### src/rtl/axi4_lite_req_arbiter.sv
// Round-robin arbiter that lets NUM_REQ requesters share one AXI4-Lite
// master user port, with one transaction in flight at a time.
module axi4_lite_req_arbiter #(
    parameter int NUM_REQ    = 4,
    parameter int ADDR_WIDTH = 32,
    parameter int DATA_WIDTH = 32,
    parameter int STRB_WIDTH = DATA_WIDTH / 8,
    parameter int TIMEOUT    = 255
) (
    input  logic                             clk,
    input  logic                             reset,
    input  logic [NUM_REQ-1:0]               req_valid,
    input  logic [NUM_REQ-1:0]               req_write,
    input  logic [NUM_REQ*ADDR_WIDTH-1:0]    req_addr,
    input  logic [NUM_REQ*DATA_WIDTH-1:0]    req_wdata,
    input  logic [NUM_REQ*STRB_WIDTH-1:0]    req_wstrb,
    output logic [NUM_REQ-1:0]               req_grant,
    output logic [NUM_REQ-1:0]               req_done,
    output logic [1:0]                       req_resp,
    output logic [DATA_WIDTH-1:0]            req_rdata,
    output logic                             busy,
    output logic                             write_req,
    output logic [ADDR_WIDTH-1:0]            write_addr,
    output logic [DATA_WIDTH-1:0]            write_data,
    output logic [STRB_WIDTH-1:0]            write_strb,
    input  logic                             write_done,
    input  logic [1:0]                       write_resp,
    output logic                             read_req,
    output logic [ADDR_WIDTH-1:0]            read_addr,
    input  logic [DATA_WIDTH-1:0]            read_data,
    input  logic                             read_done,
    input  logic [1:0]                       read_resp
);

    localparam int IDX_W = (NUM_REQ > 1) ? $clog2(NUM_REQ) : 1;

    typedef enum logic [1:0] {
        IDLE,
        ISSUE,
        WAIT,
        RESP
    } state_t;

    state_t                  state_q;
    logic [IDX_W-1:0]        lastGrant_q;
    logic [IDX_W-1:0]        owner_q;
    logic                    isWrite_q;
    logic [7:0]              timer_q;
    logic [NUM_REQ-1:0]      grant_q;
    logic [NUM_REQ-1:0]      doneVec_q;
    logic [1:0]              resp_q;
    logic [DATA_WIDTH-1:0]   rdata_q;
    logic                    busy_q;
    logic                    writeReq_q;
    logic                    readReq_q;
    logic [ADDR_WIDTH-1:0]   writeAddr_q;
    logic [DATA_WIDTH-1:0]   writeData_q;
    logic [STRB_WIDTH-1:0]   writeStrb_q;
    logic [ADDR_WIDTH-1:0]   readAddr_q;

    logic                    pickValid_d;
    logic [IDX_W-1:0]        nextOwner_d;
    logic [IDX_W-1:0]        candidate;
    logic [ADDR_WIDTH-1:0]   selAddr;
    logic [DATA_WIDTH-1:0]   selData;
    logic [STRB_WIDTH-1:0]   selStrb;
    logic                    selWrite;
    logic                    matchDone;

    // Round-robin pick: first valid requester after the previous owner.
    always_comb begin
        pickValid_d = 1'b0;
        nextOwner_d = '0;
        candidate   = '0;
        for (int off = 1; off <= NUM_REQ; off++) begin
            candidate = IDX_W'((int'(lastGrant_q) + off) % NUM_REQ);
            if (!pickValid_d && req_valid[candidate]) begin
                pickValid_d = 1'b1;
                nextOwner_d = candidate;
            end
        end
    end

    assign selAddr   = req_addr[int'(nextOwner_d)*ADDR_WIDTH +: ADDR_WIDTH];
    assign selData   = req_wdata[int'(nextOwner_d)*DATA_WIDTH +: DATA_WIDTH];
    assign selStrb   = req_wstrb[int'(nextOwner_d)*STRB_WIDTH +: STRB_WIDTH];
    assign selWrite  = req_write[nextOwner_d];
    assign matchDone = isWrite_q ? write_done : read_done;

    // Transaction FSM; every output is a register loaded on state transitions.
    always_ff @(posedge clk) begin
        if (reset) begin
            state_q     <= IDLE;
            lastGrant_q <= IDX_W'(NUM_REQ - 1);
            owner_q     <= '0;
            isWrite_q   <= 1'b0;
            timer_q     <= '0;
            grant_q     <= '0;
            doneVec_q   <= '0;
            resp_q      <= '0;
            rdata_q     <= '0;
            busy_q      <= 1'b0;
            writeReq_q  <= 1'b0;
            readReq_q   <= 1'b0;
            writeAddr_q <= '0;
            writeData_q <= '0;
            writeStrb_q <= '0;
            readAddr_q  <= '0;
        end else begin
            writeReq_q <= 1'b0;
            readReq_q  <= 1'b0;
            doneVec_q  <= '0;
            case (state_q)
                IDLE: begin
                    if (pickValid_d) begin
                        owner_q     <= nextOwner_d;
                        isWrite_q   <= selWrite;
                        grant_q     <= NUM_REQ'(1) << nextOwner_d;
                        busy_q      <= 1'b1;
                        writeAddr_q <= selAddr;
                        writeData_q <= selData;
                        writeStrb_q <= selStrb;
                        readAddr_q  <= selAddr;
                        writeReq_q  <= selWrite;
                        readReq_q   <= !selWrite;
                        state_q     <= ISSUE;
                    end
                end
                ISSUE: begin
                    timer_q <= '0;
                    state_q <= WAIT;
                end
                WAIT: begin
                    if (matchDone || (timer_q == 8'(TIMEOUT - 1))) begin
                        if (matchDone) begin
                            resp_q  <= isWrite_q ? write_resp : read_resp;
                            rdata_q <= isWrite_q ? '0 : read_data;
                        end else begin
                            resp_q  <= 2'b10;
                            rdata_q <= '0;
                        end
                        doneVec_q   <= grant_q;
                        writeAddr_q <= '0;
                        writeData_q <= '0;
                        writeStrb_q <= '0;
                        readAddr_q  <= '0;
                        timer_q     <= '0;
                        state_q     <= RESP;
                    end else begin
                        timer_q <= timer_q + 8'd1;
                    end
                end
                RESP: begin
                    lastGrant_q <= owner_q;
                    grant_q     <= '0;
                    busy_q      <= 1'b0;
                    resp_q      <= '0;
                    rdata_q     <= '0;
                    state_q     <= IDLE;
                end
                default: state_q <= IDLE;
            endcase
        end
    end

    assign req_grant  = grant_q;
    assign req_done   = doneVec_q;
    assign req_resp   = resp_q;
    assign req_rdata  = rdata_q;
    assign busy       = busy_q;
    assign write_req  = writeReq_q;
    assign write_addr = writeAddr_q;
    assign write_data = writeData_q;
    assign write_strb = writeStrb_q;
    assign read_req   = readReq_q;
    assign read_addr  = readAddr_q;

endmodule

### config.mk
export PLATFORM = sky130hd
export DESIGN_NAME = axi4_lite_req_arbiter
export DESIGN_NICKNAME = d
export VERILOG_FILES = /design/src/rtl/axi4_lite_req_arbiter.sv
export SDC_FILE = /design/constraint.sdc
export NUM_CORES = 1
export LEC_CHECK = 0
export ABC_CLOCK_PERIOD_IN_PS = 3650
export CAP_MARGIN = 20
export CORE_AREA = 2 2 183 185
export CTS_CLUSTER_DIAMETER = 120
export DETAILED_ROUTE_END_ITERATION = 12
export DIE_AREA = 0 0 185 187
export HOLD_SLACK_MARGIN = 0.1
export SLEW_MARGIN = 40
export SYNTH_ARGS = -nofsm -noshare
export SYNTH_HDL_FRONTEND = slang
export SYNTH_SLANG_ARGS = --single-unit
### constraint.sdc
create_clock -name clk -period 3.65 [get_ports clk]
set_clock_uncertainty 0.05 [all_clocks]
set_input_delay 0.365 -clock clk [delete_from_list [all_inputs] [get_ports clk]]
set_output_delay 0.365 -clock clk [all_outputs]
set_load 0.02 [all_outputs]
# Word-level counts from Yosys, hierarchy flattened
# Cells that the tools add are included.
[totals] ff_bits=128 latch_bits=0 ram_bits=0 mem_bits_ro=0 input_bits=320 out_inout_bits=145 word_cells=103 memories=0
[classes] add_sub_neg=5 multipliers=0 div_mod_pow=0 magnitude_cmp=5 n_eq_ne=6 shifts=4 n_mux=44 n_bitwise=4 reduce_logical=20
[ops] cell="128-bit by 8-bit indexed part select with 32-bit output" n=2
[ops] cell="32-bit 2-to-1 mux" n=6
[ops] cell="32-bit case mux with 2 select lines" n=3
[ops] cell="2-bit 2-to-1 mux" n=9
[ops] cell="4-bit case mux with 2 select lines" n=2
[ops] cell="8-bit case mux with 2 select lines" n=1
[ops] cell="16-bit by 5-bit indexed part select with 4-bit output" n=1
[ops] cell="2-bit by 3-bit < comparator with 1-bit output (second input constant)" n=5
[ops] cell="4-bit 2-to-1 mux" n=3
[ops] cell="1-bit 2-to-1 mux" n=11
[ops] cell="1-bit binary-select mux with 2-bit select" n=5
[ops] cell="8-bit by 1-bit adder with 8-bit output (second input constant)" n=1
[ops] cell="8-bit equality test (second input constant)" n=1
[ops] cell="8-bit 2-to-1 mux" n=1
[ops] cell="2-bit case mux with 4 select lines" n=1
[ops] cell="2-bit AND reduction" n=4
[ops] cell="2-bit nonzero test" n=4
[ops] cell="3-bit OR reduction" n=2
[ops] cell="2-bit by 1-bit adder with 2-bit output (second input constant)" n=2
[ops] cell="2-bit adder (second input constant)" n=2
[ops] cell="2-bit equality test (second input constant)" n=2
[ops] cell="1-bit logical NOT" n=4
[ops] cell="2-bit != test (second input constant)" n=2
[ops] cell="1-bit NOT" n=4
[ops] cell="8 further kinds" n=10

# Longest topological paths before layout
# Gate-level depths: netlist (run 1).
[depth] ltp_word=16 ltp_mapped=9 mapped_depth_nobuf=7

# Worst setup path before layout (run 1)
# No wires, ideal clock.
[synth_timing] path_kind="flip-flop to flip-flop" startpoint="register state_q[0]" endpoint="register readAddr_q[10] (netlist: read_addr[10])" t_arrival_ps=1779 required_time_ps=3531 setup_slack_ps=1752 path_stages_with_launch=10 path_buffers=3 period_less_slack_ps=1898 path_cell_list="dfxtp_1 inv_1 ha_1 clkbuf_1 or2_2 a31oi_2 buf_4 buf_2 nand2_1 o21ai_1"
[synth_between] elab_chain_len=3 elab_cells_between_ends=7 cone_classes="eq/ne (3); mux (1); reduce/logical (3)"
[synth_rtl] item="from (decl)" line_no="44" text="state_t state_q;"
[synth_rtl] item="from (signal assigned)" line_no="93" text="state_q <= IDLE;"
[synth_rtl] item="from (signal assigned)" line_no="126" text="state_q <= ISSUE;"
[synth_rtl] item="from (signal assigned)" line_no="131" text="state_q <= WAIT;"
[synth_rtl] item="2-bit equality test / 2-bit logical NOT (equally long branches)" line_no="113" text="case (state_q)"
[synth_rtl] item="2-bit != test (no line) / 2-bit nonzero test (equally long branches)"
[synth_rtl] item="3-bit AND reduction (no line)"
[synth_rtl] item="to (signal assigned)" line_no="123" text="readAddr_q <= selAddr;"
[synth_rtl] item="to (decl)" line_no="59" text="logic [ADDR_WIDTH-1:0] readAddr_q;"
# Several ways; a longest one is shown, not always the timed one.
# A chain may end at the register's enable or synchronous reset.

# Worst setup path in the final report (run 1)
[layout_timing] startpoint="input port req_valid[3]" endpoint="register readAddr_q[3] (netlist: read_addr[3])"
[layout_between] elab_chain_len=15 elab_cells_between_ends=27 cone_classes="eq/ne (1); shift (1); mux (18); reduce/logical (7)"
[layout_rtl] item="from (decl)" line_no="12" text="input logic [NUM_REQ-1:0] req_valid,"
[layout_rtl] item="1-bit binary-select mux with 2-bit select" line_no="77" text="if (!pickValid_d && req_valid[candidate]) begin"
[layout_rtl] item="1-bit 2-to-1 mux (implied by the code)" line_no="77"
[layout_rtl] item="1-bit 2-to-1 mux" line_no="77"
[layout_rtl] item="1-bit logical NOT" line_no="77"
[layout_rtl] item="1-bit logical AND" line_no="77"
[layout_rtl] item="1-bit 2-to-1 mux" line_no="77"
[layout_rtl] item="1-bit logical NOT" line_no="77"
[layout_rtl] item="1-bit logical AND" line_no="77"
[layout_rtl] item="1-bit 2-to-1 mux" line_no="77"
[layout_rtl] item="1-bit logical NOT" line_no="77"
[layout_rtl] item="1-bit logical AND" line_no="77"
[layout_rtl] item="2-bit 2-to-1 mux" line_no="77"
[layout_rtl] item="128-bit by 8-bit indexed part select with 32-bit output" line_no="84" text="assign selAddr = req_addr[int'(nextOwner_d)*ADDR_WIDTH +: ADDR_WIDTH];"
[layout_rtl] item="32-bit 2-to-1 mux" line_no="115" text="if (pickValid_d) begin"
[layout_rtl] item="32-bit case mux with 2 select lines" line_no="113"
# Several ways; a longest one is shown, not always the timed one. The select of a mux whose other input is x is not followed.

==> flow_summary.toml, run 1 <==
[min_path]
hold_class = "reg2reg"
min_path_cells = 2
hold_end = "req_rdata[28]"
hp-start = "req_rdata[28]"

[global_routing]
grt_use_total_pct = 18.3
grt_pass1_vias = 8521
grt_pass1_wl_um = 49000
grt_max_degree = 53
grt_overflow = 0
grt_antenna_before_repair = 2

[setup_path]
worst_ep_arrival_time_ps = 2660
endpoint_kind = "flip-flop"
cp_slowest_cell = "and3_2"
path_class = "in2reg"
crit_chain = "buf_2 > nand2b_1 > and3_2 > buf_4 > o21a_1 > a211oi_1 > o21ai_1"
ff2ff_setup_slack_ps = 1310
r2r_end = "read_addr[3]"
critPathTopFamily = "simple AND/OR/NAND/NOR gates"
critPathMaxStageDelay_ps = 560
worst-path-buf-inv = 2
r2r_cells = 6
reg2reg_from = "lastGrant_q[0]"
cp_max_fo = 33
critPathLaunchType = "input port"
cp.required_ps = 3890

[cts]
tritoncts = "done"
cts_buffers = 17
clkTransAtPathRegs_ps = 60
cts-hold-fix-buffers = 0
htreeDepth = 4
clkLatencyLatePin_ps = 410
postCtsSetupBuffers = 0
cts_resized = 0
cts_buffer_depth = 2
clockRootBuffer = "clkbuf_16"
cts_num_sinks = 128

[floorplanning]
core_um2 = 32900
dieHeight_um = 187
start_util_pct = 21.8
io_pins = 465
rows = 67
die_w_um = 185
design.die.area_um2 = 34600

[job]
cap_violations = 0

[sta]
drv_slew = 0
max_slew_margin_pct = 44.5
setup_violations = 0
hold_viol_final = 0
grt_setup_unrepaired = "false"
whs_ps = 394
fin_tns_setup_ps = 0
max_freq_mhz = 414
finalWorstPathRequiredPeriod_ps = 2420
max_slew.worst_pin.slew_ps = 832
min_period_over_period_pct = 66.2

[status]
status = "completed"

[route]
vias = 8411
vias_per_cell = 4.63
routedWlPerCell_um = 18.0
dr.pass1.iters = 5
wirelength_um = 32700
drtAntennaViolNets = 0
drt-initial-drc-count = 299
remaining_drc_errors = 0

[layout]
layout_common_cells = "clkdlybuf4s50_1 (462), nand2_1 (250), dfxtp_1 (128)"
mostFrequentLayoutCell = "clkdlybuf4s50_1"
layout-drive-gt1-share_pct = 7.01
nets = 1682
antennaDiodeCount = 0
area_growth_pct = 76.8

[place]
port_buffers = 464
dpl.hpwl_um = 25000
gp_congestion = 0.803

[logic_synthesis]
synth_area_per_cell_um2 = 7.46
synthTopCellsByArea = "dfxtp_1 (36%), nand2_1 (13%), o21a_1 (7.2%)"
synth_warnings = 0
synth_fp_nets = 1285
netlist_instances = 959
synth_area_um2 = 7150
synth_edf_count = 0
yosysTopAreaCell = "dfxtp_1"
ys_seq_elements = 128
ys.flop_type = "dfxtp_1"
yosysTopAreaCellShare_pct = 35.8
ys_seq_area_share_pct = 35.8
synth_cell_type_count = 53
synthArstFlopShare_pct = 0

[pwr]
p_per_area_nw_per_um2 = 587
leakage_nw = 4.48
peakVddDrop_mv = 0.310
## Yosys cell counts (2+ instances only)
cell,instances
a211oi_1,58
a211oi_2,10
a21oi_1,8
and2_1,5
and3_1,3
buf_1,3
buf_2,28
buf_4,41
buf_6,2
clkbuf_1,47
dfxtp_1,128
ha_1,6
inv_1,8
mux2i_1,7
nand2_1,250
nand2b_1,8
nand3_1,34
nand4_1,4
nor2_1,25
nor3_1,7
nor3b_1,2
o21a_1,69
o21ai_0,38
o21ai_1,68
o22ai_1,68
xnor2_1,2
xor2_1,4
## power breakdown
group	switching [mW]	total, mW	internal, mW
Clock	0.708	1.70	0.988
Combinational	1.94	3.63	1.69
Sequential	0.309	2.10	1.79
## metal layers
metal	vias up	track usage (%)	routed length [um]
li1	4137	-	-
met1	3846	20.1	12900
met2	385	33.5	16300
met3	43	5.02	2670
met4	0	6.41	884
met5	-	0	0
## flip-flops by register name (all words and copies together) (netlist names)
register     count
req_rdata       32
req_done         4
owner_q          2
write_strb       4
read_req         1
read_addr       32
isWrite_q        1
lastGrant_q      2
timer_q          8
write_data      32
busy             1
req_grant        4
state_q          2
req_resp         2
write_req        1
## how the worst max path moves through the flow
stage / slack [ps] / to / cells after the start / from
floorplan: 1750 / read_addr[10] / 9 / state_q[0]
global placement: 780 / read_addr[3] / 7 / req_valid[3]
detailed placement: 720 / read_addr[3] / 7 / req_valid[3]
CTS: 1160 / read_addr[3] / 6 / lastGrant_q[1]
global route: 1030 / req_rdata[19] / 8 / timer_q[0]
finish: 1230 / read_addr[3] / 7 / req_valid[3]
## cells by family after synthesis
kind of cell             count (synthesis)  synth area share [%]
multiplexers                             8                  1.17
flip-flops                             128                  35.8
AND/OR/NAND/NOR                        345                  20.1
AO/OA/AOI/OAI                          336                  31.4
adder cells (fa/ha/maj)                  6                  1.05
XOR/XNOR                                 6                 0.735
buffers and inverters                  130                  9.69
## worst register-to-register path, stage by stage (launching register included)
cell	delay (ps)
dfxtp_1	380
nand2b_1	250
and3_2	560
buf_4	350
o21a_1	200
a211oi_1	340
o21ai_1	90
## stage by stage
| step | cell area (um^2) | power [mW] | setup WS [ps] | utilization, % | instances |
|---|---|---|---|---|---|
| after floorplan | 7150 | 4.07 | 1750 | - | 959 |
| after global placement | 12100 | 5.76 | 778 | 36.7 | 1784 |
| after detailed placement | 12100 | 5.79 | 723 | 36.7 | 1784 |
| after CTS | 12600 | 7.53 | 1160 | 38.4 | 1816 |
| after global routing | 12600 | 7.85 | 1030 | 38.5 | 1817 |
| final | 12600 | 7.42 | 1230 | 38.5 | 1817 |
## area by class of cell
class / count / area [um^2]
clock inverter: 13 / 128
clock buffer: 19 / 453
multi-input combinational: 701 / 3950
timing repair buffer: 500 / 4960
sequential: 128 / 2560
inverter: 8 / 30.0
tap: 448 / 561
fill: 3410 / 20200
(Power assumes the default switching activity.)
==> inputs of run 2 (changes only) <==
Settings changed: ABC_CLOCK_PERIOD_IN_PS 3650 to 2500, CORE_AREA 2 2 183 185 to 2 2 180 182, DIE_AREA 0 0 185 187 to 0 0 182 184.
Clock period 3.65 ns to 2.5 ns, I/O delays scaled along.
==> run 2 against run 1 <==
Setup slack got worse by 800 ps; die area decreased by 3.2%; final area increased by 0.78%; critical endpoint is now read_addr[28]; critical path depth unchanged; non-clock buffer count increased by 1; sequential power increased by 46%; core utilization increased by 2.1 points; largest power group unchanged; wire length increased by 2.9%; hold slack got worse by 58 ps; total power increased by 51%.
==> flow_summary.toml, run 2 (synthesis results as in run 1) <==
[sta]
grt_setup_unrepaired = "false"
whs_ps = 336
hold_viol_final = 0
min_period_over_period_pct = 82.8
max_slew_margin_pct = 64.8
finalWorstPathRequiredPeriod_ps = 2070
fin_tns_setup_ps = 0
max_freq_mhz = 483
setup_violations = 0
max_slew.worst_pin.slew_ps = 528
drv_slew = 0

[route]
drtAntennaViolNets = 0
top_layer_used = "met4"
vias = 8465
dr.pass1.iters = 5
met3_length_um = 2210
vias_per_cell = 4.77
wl_met1_um = 13900
routedWlPerCell_um = 19.0
wirelength_um = 33700
remaining_drc_errors = 0
dr_wl_met2_um = 16700
drt-initial-drc-count = 428

[pwr]
pwr-share-seq_pct = 27.4
swShare_pct = 40.2
p_switching_mw = 4.50
total_power_mw = 11.2
pwr-share-clk_pct = 24.1
peakVddDrop_mv = 0.454
leakage_nw = 4.53
pwr-share-comb_pct = 48.5
p_int_mw = 6.69
p_per_area_nw_per_um2 = 878

[setup_path]
ff2ff_setup_slack_ps = 430
reg2reg_from = "lastGrant_q[0]"
critPathLaunchType = "flip-flop"
worst_ep_arrival_time_ps = 2320
path_class = "reg2reg"
r2r_end = "read_addr[28]"
cp_max_fo = 16
cp.required_ps = 2750
endpoint_kind = "flip-flop"
r2r_cells = 7

[min_path]
min_path_cells = 3
hp-start = "read_data[2]"
hold_class = "in2reg"
hold_end = "req_rdata[2]"

[global_routing]
grt_pass1_wl_um = 50100
grt_max_degree = 67
grt_overflow = 0
grt_use_total_pct = 19.5
grt_antenna_before_repair = 2
grt_pass1_vias = 8389

[status]
status = "completed"

[cts]
clkTransAtPathRegs_ps = 70
clockRootBuffer = "clkbuf_16"
clkLatencyLatePin_ps = 420
tritoncts = "done"
cts_buffers = 17
cts_buffer_depth = 2
cts-hold-fix-buffers = 0
cts_num_sinks = 128
htreeDepth = 4
postCtsSetupBuffers = 0
cts_resized = 0

[floorplanning]
rows = 65
die_w_um = 182
core_um2 = 31400
start_util_pct = 22.8
dieHeight_um = 184
design.die.area_um2 = 33500
io_pins = 465

[layout]
seq_area_um2 = 2560
layout-drive-gt1-share_pct = 7.08
nets = 1683
mostFrequentLayoutCell = "clkdlybuf4s50_1"
n_fill_cell = 3199
layout_common_cells = "clkdlybuf4s50_1 (462), nand2_1 (250), dfxtp_1 (128)"
multi_input_area_um2 = 3950
area_growth_pct = 78.1

[place]
dpl.hpwl_um = 25300
gp_congestion = 0.909
port_buffers = 464

[job]
cap_violations = 0
[run 2: layout make-up]
| class | count | area share (%) |
|---|---|---|
| clock buffers | 17 | 3.34 |
| repair buffers | 501 | 39.8 |
| inverters | 8 | 0.236 |
| well taps | 402 | 3.95 |
| flip-flops and latches | 128 | 20.1 |
| multi-input cells | 701 | 31.0 |
| diodes | 2 | 0.0393 |
| clock inverters | 15 | 1.49 |
[run 2: critical path, cell delays in order, from the launching register on]
cell,delay [ps]
dfxtp_1,370
nand2b_1,250
a311oi_4,390
buf_4,240
buf_4,260
o22ai_1,120
a211oi_1,190
o21ai_1,80
[run 2: power by group through the flow]
stage / registers, mW / logic, mW / clock network [mW]
finish: 3.07 / 5.43 / 2.69
global route: 3.15 / 5.78 / 2.85
CTS: 3.08 / 5.48 / 2.77
detailed placement: 3.12 / 5.47 / 0
global placement: 3.11 / 5.45 / 0
floorplan: 3.61 / 2.33 / 0
[run 2: worst max path at each step]
stage | depth (start not counted) | startpoint | slack, ps | endpoint
6_report | 7 | lastGrant_q[0] | 430 | read_addr[28]
5_1_grt | 7 | lastGrant_q[0] | 260 | read_addr[28]
4_1_cts | 7 | lastGrant_q[0] | 420 | read_addr[28]
3_5_place_dp | 8 | req_valid[2] | 100 | write_data[8]
3_3_place_gp | 8 | req_valid[0] | 150 | read_addr[9]
2_1_floorplan | 9 | state_q[0] | 600 | read_addr[10]
[run 2: stage by stage]
step                cells  setup slack [ps]  utilization (%)  cell area (um^2)
CTS                  1772               420             40.6             12700
detailed placement   1740              99.0             38.6             12100
floorplan             959               602                -              7150
global placement     1740               148             38.6             12100
global route         1774               263             40.6             12700
finish               1774               430             40.6             12700
[run 2: metal layers]
layer / vias up / global-route usage (%)
li1: 4148 / -
met1: 3941 / 23.5
met2: 337 / 34.0
met3: 39 / 4.64
met4: 0 / 6.45
met5: - / 0
